[config.mk]
export PLATFORM = sky130hd
export DESIGN_NAME = reconf_fir_engine
export DESIGN_NICKNAME = d
export VERILOG_FILES = /design/src/rtl/reconf_fir_engine.sv
export SDC_FILE = /design/constraint.sdc
export NUM_CORES = 2
export LEC_CHECK = 0
export ABC_AREA = 1
export CAP_MARGIN = 20
export CORE_MARGIN = 2
export CORE_UTILIZATION = 25
export CTS_CLUSTER_DIAMETER = 200
export DETAILED_ROUTE_END_ITERATION = 8
export PLACE_DENSITY = 0.41
export SLEW_MARGIN = 0
export SYNTH_ARGS = -nofsm -noshare
export SYNTH_HDL_FRONTEND = slang
export SYNTH_SLANG_ARGS = --single-unit
[constraint.sdc]
create_clock -name iClk12M -period 30 [get_ports iClk12M]
set_input_delay 4.5 -clock iClk12M [delete_from_list [all_inputs] [get_ports iClk12M]]
set_output_delay 4.5 -clock iClk12M [all_outputs]
set_load 0.02 [all_outputs]
[src/rtl/reconf_fir_engine.sv]
// Reconfigurable FIR engine: NUM_BANK MAC lanes in parallel, each sweeping BANK_DEPTH taps per sample.
// Optional macro FIR_SAT_EN: clamp the narrowed result to the OUT_W range and pulse oOvf.
module reconf_fir_engine #(
   parameter int DATA_W     = 3,
   parameter int COEF_W     = 16,
   parameter int OUT_W      = 16,
   parameter int NUM_BANK   = 4,
   parameter int BANK_DEPTH = 10,
   parameter int OUT_SHIFT  = 0
) (
   input  logic                                   iClk12M,
   input  logic                                   iRst,
   input  logic                                   iEnSample,
   input  logic signed [DATA_W-1:0]               iFirIn,
   input  logic [$clog2(NUM_BANK+1)-1:0]          iBankCnt,
   input  logic                                   iCoeffWrEn,
   input  logic                                   iCoeffRdEn,
   input  logic [$clog2(NUM_BANK*BANK_DEPTH)-1:0] iCoeffAddr,
   input  logic signed [COEF_W-1:0]               iCoeffWtDt,
   output logic signed [COEF_W-1:0]               oCoeffRdDt,
   output logic                                   oCoeffRdVld,
   output logic                                   oCoeffWrErr,
   output logic signed [OUT_W-1:0]                oFirOut,
   output logic                                   oFirVld,
   output logic                                   oBusy,
   output logic                                   oSampleDrop,
   output logic                                   oOvf
);

   localparam int T      = NUM_BANK * BANK_DEPTH;
   localparam int AW     = $clog2(T);
   localparam int BCW    = $clog2(NUM_BANK + 1);
   localparam int KW     = (BANK_DEPTH > 1) ? $clog2(BANK_DEPTH) : 1;
   localparam int PROD_W = DATA_W + COEF_W;
   localparam int ACC_W  = PROD_W + $clog2(BANK_DEPTH);
   localparam int SUM_W  = ACC_W + $clog2(NUM_BANK);

   typedef enum logic [1:0] {StIdle, StCalc, StSum} state_e;

   state_e                   state_q;
   logic [KW-1:0]            k_q;
   logic [BCW-1:0]           n_q;
   logic signed [DATA_W-1:0] x_q   [T];
   logic signed [COEF_W-1:0] c_q   [T];
   logic signed [ACC_W-1:0]  acc_q [NUM_BANK];
   logic signed [ACC_W-1:0]  acc_d [NUM_BANK];
   logic signed [OUT_W-1:0]  fir_out_q;
   logic signed [COEF_W-1:0] rd_dt_q;
   logic                     fir_vld_q, rd_vld_q, wr_err_q, drop_q, ovf_q;

   logic signed [SUM_W-1:0]  sum, shifted;
   logic signed [OUT_W-1:0]  fir_res;
   logic                     ovf;
   logic                     addr_ok;
   logic [BCW-1:0]           n_clamp;

   assign addr_ok = {1'b0, iCoeffAddr} < (AW + 1)'(T);
   assign n_clamp = (iBankCnt == '0)            ? BCW'(1) :
                    (iBankCnt > BCW'(NUM_BANK)) ? BCW'(NUM_BANK) : iBankCnt;

   // Lane p works on tap p*BANK_DEPTH + k; the sum reads the settled accumulators in SUM.
   always_comb begin
      logic [AW-1:0]            idx;
      logic signed [PROD_W-1:0] prod;
      idx  = '0;
      prod = '0;
      sum  = '0;
      for (int p = 0; p < NUM_BANK; p++) begin
         idx      = AW'(p * BANK_DEPTH) + AW'(k_q);
         prod     = PROD_W'(x_q[idx]) * PROD_W'(c_q[idx]);
         acc_d[p] = acc_q[p] + ACC_W'(prod);
         sum      = sum + SUM_W'(acc_q[p]);
      end
      shifted = sum >>> OUT_SHIFT;
   end

`ifdef FIR_SAT_EN
   localparam logic signed [SUM_W-1:0] SatMax = {{(SUM_W-OUT_W+1){1'b0}}, {(OUT_W-1){1'b1}}};
   localparam logic signed [SUM_W-1:0] SatMin = {{(SUM_W-OUT_W+1){1'b1}}, {(OUT_W-1){1'b0}}};

   assign ovf     = (shifted > SatMax) || (shifted < SatMin);
   assign fir_res = (shifted > SatMax) ? OUT_W'(SatMax) :
                    (shifted < SatMin) ? OUT_W'(SatMin) : OUT_W'(shifted);
`else
   assign ovf     = 1'b0;
   assign fir_res = OUT_W'(shifted);
`endif

   always_ff @(posedge iClk12M or posedge iRst) begin
      if (iRst) begin
         state_q   <= StIdle;
         k_q       <= '0;
         n_q       <= '0;
         x_q       <= '{default: '0};
         c_q       <= '{default: '0};
         acc_q     <= '{default: '0};
         fir_out_q <= '0;
         fir_vld_q <= 1'b0;
         rd_dt_q   <= '0;
         rd_vld_q  <= 1'b0;
         wr_err_q  <= 1'b0;
         drop_q    <= 1'b0;
         ovf_q     <= 1'b0;
      end else begin
         fir_vld_q <= 1'b0;
         wr_err_q  <= 1'b0;
         drop_q    <= 1'b0;
         ovf_q     <= 1'b0;
         rd_vld_q  <= iCoeffRdEn;
         // Nonblocking read sees the pre-write value on a same-address read/write.
         if (iCoeffRdEn) begin
            rd_dt_q <= addr_ok ? c_q[iCoeffAddr] : '0;
         end
         if (iCoeffWrEn) begin
            if (state_q == StIdle && addr_ok) begin
               c_q[iCoeffAddr] <= iCoeffWtDt;
            end else begin
               wr_err_q <= 1'b1;
            end
         end
         if (iEnSample && state_q != StIdle) begin
            drop_q <= 1'b1;
         end
         case (state_q)
            StIdle: begin
               if (iEnSample) begin
                  for (int i = T - 1; i > 0; i--) begin
                     x_q[i] <= x_q[i-1];
                  end
                  x_q[0]  <= iFirIn;
                  n_q     <= n_clamp;
                  k_q     <= '0;
                  acc_q   <= '{default: '0};
                  state_q <= StCalc;
               end
            end
            StCalc: begin
               for (int p = 0; p < NUM_BANK; p++) begin
                  if (BCW'(p) < n_q) begin
                     acc_q[p] <= acc_d[p];
                  end
               end
               if (k_q == KW'(BANK_DEPTH - 1)) begin
                  state_q <= StSum;
               end else begin
                  k_q <= k_q + KW'(1);
               end
            end
            StSum: begin
               fir_out_q <= fir_res;
               fir_vld_q <= 1'b1;
               ovf_q     <= ovf;
               state_q   <= StIdle;
            end
            default: state_q <= StIdle;
         endcase
      end
   end

   assign oBusy       = (state_q != StIdle);
   assign oFirOut     = fir_out_q;
   assign oFirVld     = fir_vld_q;
   assign oCoeffRdDt  = rd_dt_q;
   assign oCoeffRdVld = rd_vld_q;
   assign oCoeffWrErr = wr_err_q;
   assign oSampleDrop = drop_q;
   assign oOvf        = ovf_q;

endmodule
Yosys cells after proc, flatten, opt, wreduce, memory -nomap -nowiden

Cells that the tools add are included.

Input bits: 33
Bits in writable memories: 0
ROM bits: 0
Memories: 0
Latch bits: 0
Register bits: 897
Word-level logic and storage cells: 199

Add/sub/neg operators: 11
Multiply operators: 4
Div/mod/pow operators: 0
Bitwise gates (word level): 5
Equality and inequality tests: 10
Reductions and logical operators: 15
Multiplexer cells: 49
$lt $le $gt $ge: 12
Shifts and indexed selects: 0

Operators by type and width:

| kind                | number |
|---|---|
| $bwmux 640          | 1 |
| $bmux 16 s6         | 5 |
| $mux 16             | 12 |
| $pmux 92 s2         | 1 |
| $demux 16 s6        | 1 |
| $add 23x19->23      | 4 |
| $mux 23             | 4 |
| $mux 92             | 1 |
| $mul 3x16->19       | 4 |
| $bmux 3 s6          | 4 |
| $add 16x16->16      | 3 |
| $ge 7x7->1 const B  | 5 |
| $mux 3              | 10 |
| $not 6->7           | 3 |
| $reduce_and 3->1    | 5 |
| $ne 2x2->1 const B  | 7 |
| $add 5x4->6 const A | 2 |
| $mux 4              | 2 |
| $pmux 4 s2          | 1 |
| $lt 7x1->1 const B  | 1 |
| $not 4->7           | 1 |
| $not 5->7           | 1 |
| $lt 1x3->1 const A  | 2 |
| $lt 2x3->1 const A  | 2 |
| 15 further kinds    | 24 |

Logic depth before layout (Yosys ltp)

Depth after elaboration: 9
Mapped depth: 41

Worst setup path before layout

OpenSTA, ideal clock, no wires.

Path kind: flip-flop to flip-flop
Start point: register k_q[1]
End point: register acc_q[14] in the netlist's numbering
Setup time: 0.123 ns
Path slack: 23.320 ns
Arrival time: 6.557 ns
Period minus slack after synthesis: 6.680 ns
Cell stages (with the launch flop): 39
Path through: dfrtp_1 -> buf_4 -> inv_4 -> buf_6 -> buf_6 -> buf_4 -> buf_4 -> buf_4 -> buf_2 -> ha_1 -> ha_1 -> buf_2 -> clkinv_1 -> clkbuf_1 -> clkbuf_1 -> o21ai_0 -> a21oi_1 -> o221ai_2 -> [3 not listed] -> fa_1 -> fa_1 -> inv_1 -> ha_1 -> fa_1 -> nand3_1 -> nand3_1 -> a21oi_1 -> nor2_1 -> inv_1 -> nand2_1 -> a21oi_1 -> or2_2 -> inv_1 -> o21ai_0 -> nand2_1 -> o21ai_0 -> nand2_1

Longest elaborated chain between the ends: 9

RTL lines:

| what                                                                  | RTL line | text |
|---|---|---|
| start: declaration                                                    | 41       | `logic [KW-1:0] k_q;` |
| start signal: assignment                                              | 146      | `k_q <= k_q + KW'(1);` |
| $add 5x4->6 *                                                         | 69       | `idx = AW'(p * BANK_DEPTH) + AW'(k_q);` |
| $not 6->7 (not written as such) *                                     | 70       | `prod = PROD_W'(x_q[idx]) * PROD_W'(c_q[idx]);` |
| $bmux 3 s6 or $bmux 16 s6 (tied branches)                             | 70       |  |
| $mux 3 (not written as such) or $mux 16 (tied branches) (2 in series) | 70       |  |
| $mul 3x16->19 *                                                       | 70       |  |
| $add 23x19->23 *                                                      | 71       | `acc_d[p] = acc_q[p] + ACC_W'(prod);` |
| $mux 23 *                                                             | 139      | `if (BCW'(p) < n_q) begin` |
| $pmux 92 s2 *                                                         | 124      | `case (state_q)` |
| end signal: indexed assignment                                        | 140      | `acc_q[p] <= acc_d[p];` |
| end: declaration                                                      | 45       | `logic signed [ACC_W-1:0] acc_q [NUM_BANK];` |

Mark *: on every way between the ends. The rest lies on a longest branch, timed or not. The select of a mux whose other input is x is not followed.
A chain may end at the register's enable or synchronous reset.

Worst setup path after layout

Ends and elaborated chain as after synthesis.

==> metrics <==
Crit Reg-Reg Endpoint acc_q[14]$_DFFE_PP0P_; Synth area leaders dfrtp_1 (38%), nand2_1 (17%), o21ai_0 (10%), fa_1 (5.0%), nand3_1 (4.0%); drt pass-1 iters 8; DP HPWL 174000 um; Hold Vio Cnt, Final 0; Main synth FF type dfrtp_1; clk slew on worst S/H paths 60 ps; busiest grt layer met2; final count of negative-setup-slack endpoints 0; worst reg2reg startpoint k_q[1]$_DFFE_PP0P_; Routed WL per cell 25.1 um; clk buf depth 3; first-pass GRT wire length 382000 um; worst hold-check path type reg2reg; vias per cell 5.15; global routing usage on met1 0.316; Ys Warns 0; Clock Latency Late Sink 780 ps; final instance area 63800 sq um; most common cell after layout, fill and taps aside nand2_1; hold wc startpoint oFirOut[0]$_DFFE_PP0P_; DP Cell Count 10400; Yosys reg bits 869; Initial Util 0.252; Core Rows 174; unrepaired setup endpoints after global routing false; Mapped Cells 7707; fillers 24400; initial antenna violation count 5; Post-Route Skew 62.2 ps; critical path class reg2reg; Worst path slowest cell dfrtp_4; CP max stage delay 740 ps; data arrival time of the critical path 8970 ps; P&R area growth vs syn 12.9%; Final TNS setup 0 ps; CTS tree yes; worst-margin pin slew 1280 ps; Worst EP required 30660 ps; startpoint types flop; root buffer cell clkbuf_16; NumNets Final 7802; flop2flop setup slack 21690 ps; CP max FO 70; Post-Synthesis Net Count 8023; Post-Place Cell Area 59800 sq um; Slew Limit Fails 0; area leader, netlist dfrtp_1; remaining antenna violation count after routing 0; FF-to-FF path depth 30; Avg Cell Area, Syn 7.33 sq um; worst setup margin 21690 ps; CP endpoint kind flop; status completed; final worst path period share 0.277; DIE AREA 230000 sq um; Rel. slew slack 0.139; largest net degree at the start of global routing 128; Tmin final 8310 ps; CTS H-Tree Depth 3; hold endpoint oFirOut[0]$_DFFE_PP0P_; pwr/cell area 139 nW/um^2; maxcap violations 0; layout cells sized above 1 0.0587; Netlist cell types 60; mapped cell area 56500 sq um; die height 479 um; num ports 71; fin cells 10600; Synth top area share 0.385; CORE AREA 225000 sq um; Chip Width 479 um; post-CTS sizing 0; # hold bufs at CTS 0; Post-synth EDFFs 0; LEAKAGE 29.6 nW; hold slack 477 ps; GRT Total Usage 0.227; DR iter-0 viols 5946; GP Congestion 0.881; worst hold stages 2; Post-Route WL 265000 um; Fmax 120 MHz; routed vias 54500; Setup Fix Bufs, Post-CTS 0; Buffers on Ports 69; Remaining Overflow, GRT 0; Seq/Total Area, Yosys 0.385; DP Worst Slack 21240 ps; GRT met3 Usage 0.0399; total CTS buffers 109; post-route DRC violation count 0; Post-synth ARST share 1.00; Sink Count 869; Max IR drop VDD 0.104 mV; met2 usage 0.352; vias in the first global route 51600; most frequent cells in the layout nand2_1 (2540), o21ai_0 (1172), dfrtp_1 (866)
## synthesized netlist by cell type (35+ instances only)
| cell | n |
|---|---|
| nand4_1 | 36 |
| nand3_1 | 453 |
| a32o_1 | 38 |
| dfrtp_1 | 869 |
| o22ai_1 | 63 |
| nor2_1 | 314 |
| ha_1 | 141 |
| a21oi_1 | 259 |
| inv_1 | 533 |
| a22oi_1 | 66 |
| buf_2 | 124 |
| fa_1 | 142 |
| a221oi_1 | 87 |
| clkbuf_1 | 340 |
| nand2_1 | 2541 |
| o21ai_1 | 105 |
| mux2i_1 | 41 |
| o21ai_0 | 1177 |
| buf_4 | 35 |
## critical path: cells and delay by family (launching register included)
family                   cells  cell delay (ps)
AO/OA/AOI/OAI                6             1110
adder cells (fa/ha/maj)      7             2830
buffers and inverters        8             2410
flip-flops                   1              740
AND/OR/NAND/NOR              9             1060
## logic make-up after synthesis
group,share of synthesized area
adders and majority gates,0.0815
and+or+nand+nor,0.241
muxes,0.00726
buffers and inverters,0.0845
AOI/OAI and AO/OA,0.197
xor gates and xnor gates,0.00432
DFF,0.385
other,0.0000664
## area by class of cell
| type | count | area (sq um) | area share |
|---|---|---|---|
| multi-input combinational | 5714 | 30200 | 0.473 |
| clock buffer | 150 | 3140 | 0.0493 |
| antenna | 3 | 7.51 | 0.000118 |
| tap | 2992 | 3740 | 0.0587 |
| inverter | 556 | 2120 | 0.0333 |
| sequential | 869 | 21800 | 0.341 |
| timing repair buffer | 236 | 2160 | 0.0338 |
| clock inverter | 54 | 662 | 0.0104 |
## per-layer routing
| layer | vias up | routed length [um] | part of all wire |
|---|---|---|---|
| met4 | 4 | 10200 | 0.038 |
| met2 | 2162 | 116000 | 0.44 |
| met1 | 26700 | 120000 | 0.45 |
| met5 | - | 21 | 0.000079 |
| met3 | 459 | 19200 | 0.072 |
| li1 | 25100 | - | - |
## power by group
part | internal, W | leakage [nW] | switching (W) | total (W)
clock | 0.000828 | 1.85 | 0.000592 | 0.00142
sequential | 0.00137 | 11.3 | 0.000211 | 0.00159
combinational | 0.00192 | 16.5 | 0.00394 | 0.00586
## how the worst max path moves through the flow
stage / startpoint / end / slack, ps / cells past startpoint
after floorplan: iRst / acc_q[0]$_DFFE_PP0P_ / 1080 / 1
after global placement: iCoeffAddr[2] / oCoeffRdDt[1]$_DFFE_PP0P_ / 21350 / 12
after detailed placement: iCoeffAddr[2] / oCoeffRdDt[1]$_DFFE_PP0P_ / 21240 / 12
after CTS: k_q[1]$_DFFE_PP0P_ / acc_q[14]$_DFFE_PP0P_ / 21740 / 30
after global routing: k_q[1]$_DFFE_PP0P_ / acc_q[14]$_DFFE_PP0P_ / 21250 / 29
final: k_q[1]$_DFFE_PP0P_ / acc_q[14]$_DFFE_PP0P_ / 21690 / 30
## sequential cells by signal (all words and copies together) (netlist names), 2 cells and up
| name | count |
|---|---|
| k_q | 4 |
| n_q | 3 |
| x_q | 120 |
| acc_q | 64 |
| state_q | 2 |
| c_q | 640 |
| oCoeffRdDt | 16 |
| oFirOut | 16 |
## metrics by stage
stage           util  total power, W
2_1_floorplan      -         0.00557
3_3_place_gp   0.266         0.00738
3_5_place_dp   0.266         0.00739
4_1_cts        0.283         0.00887
5_1_grt        0.284         0.00971
6_report       0.284         0.00887
Power figures use the tool's default switching activity.
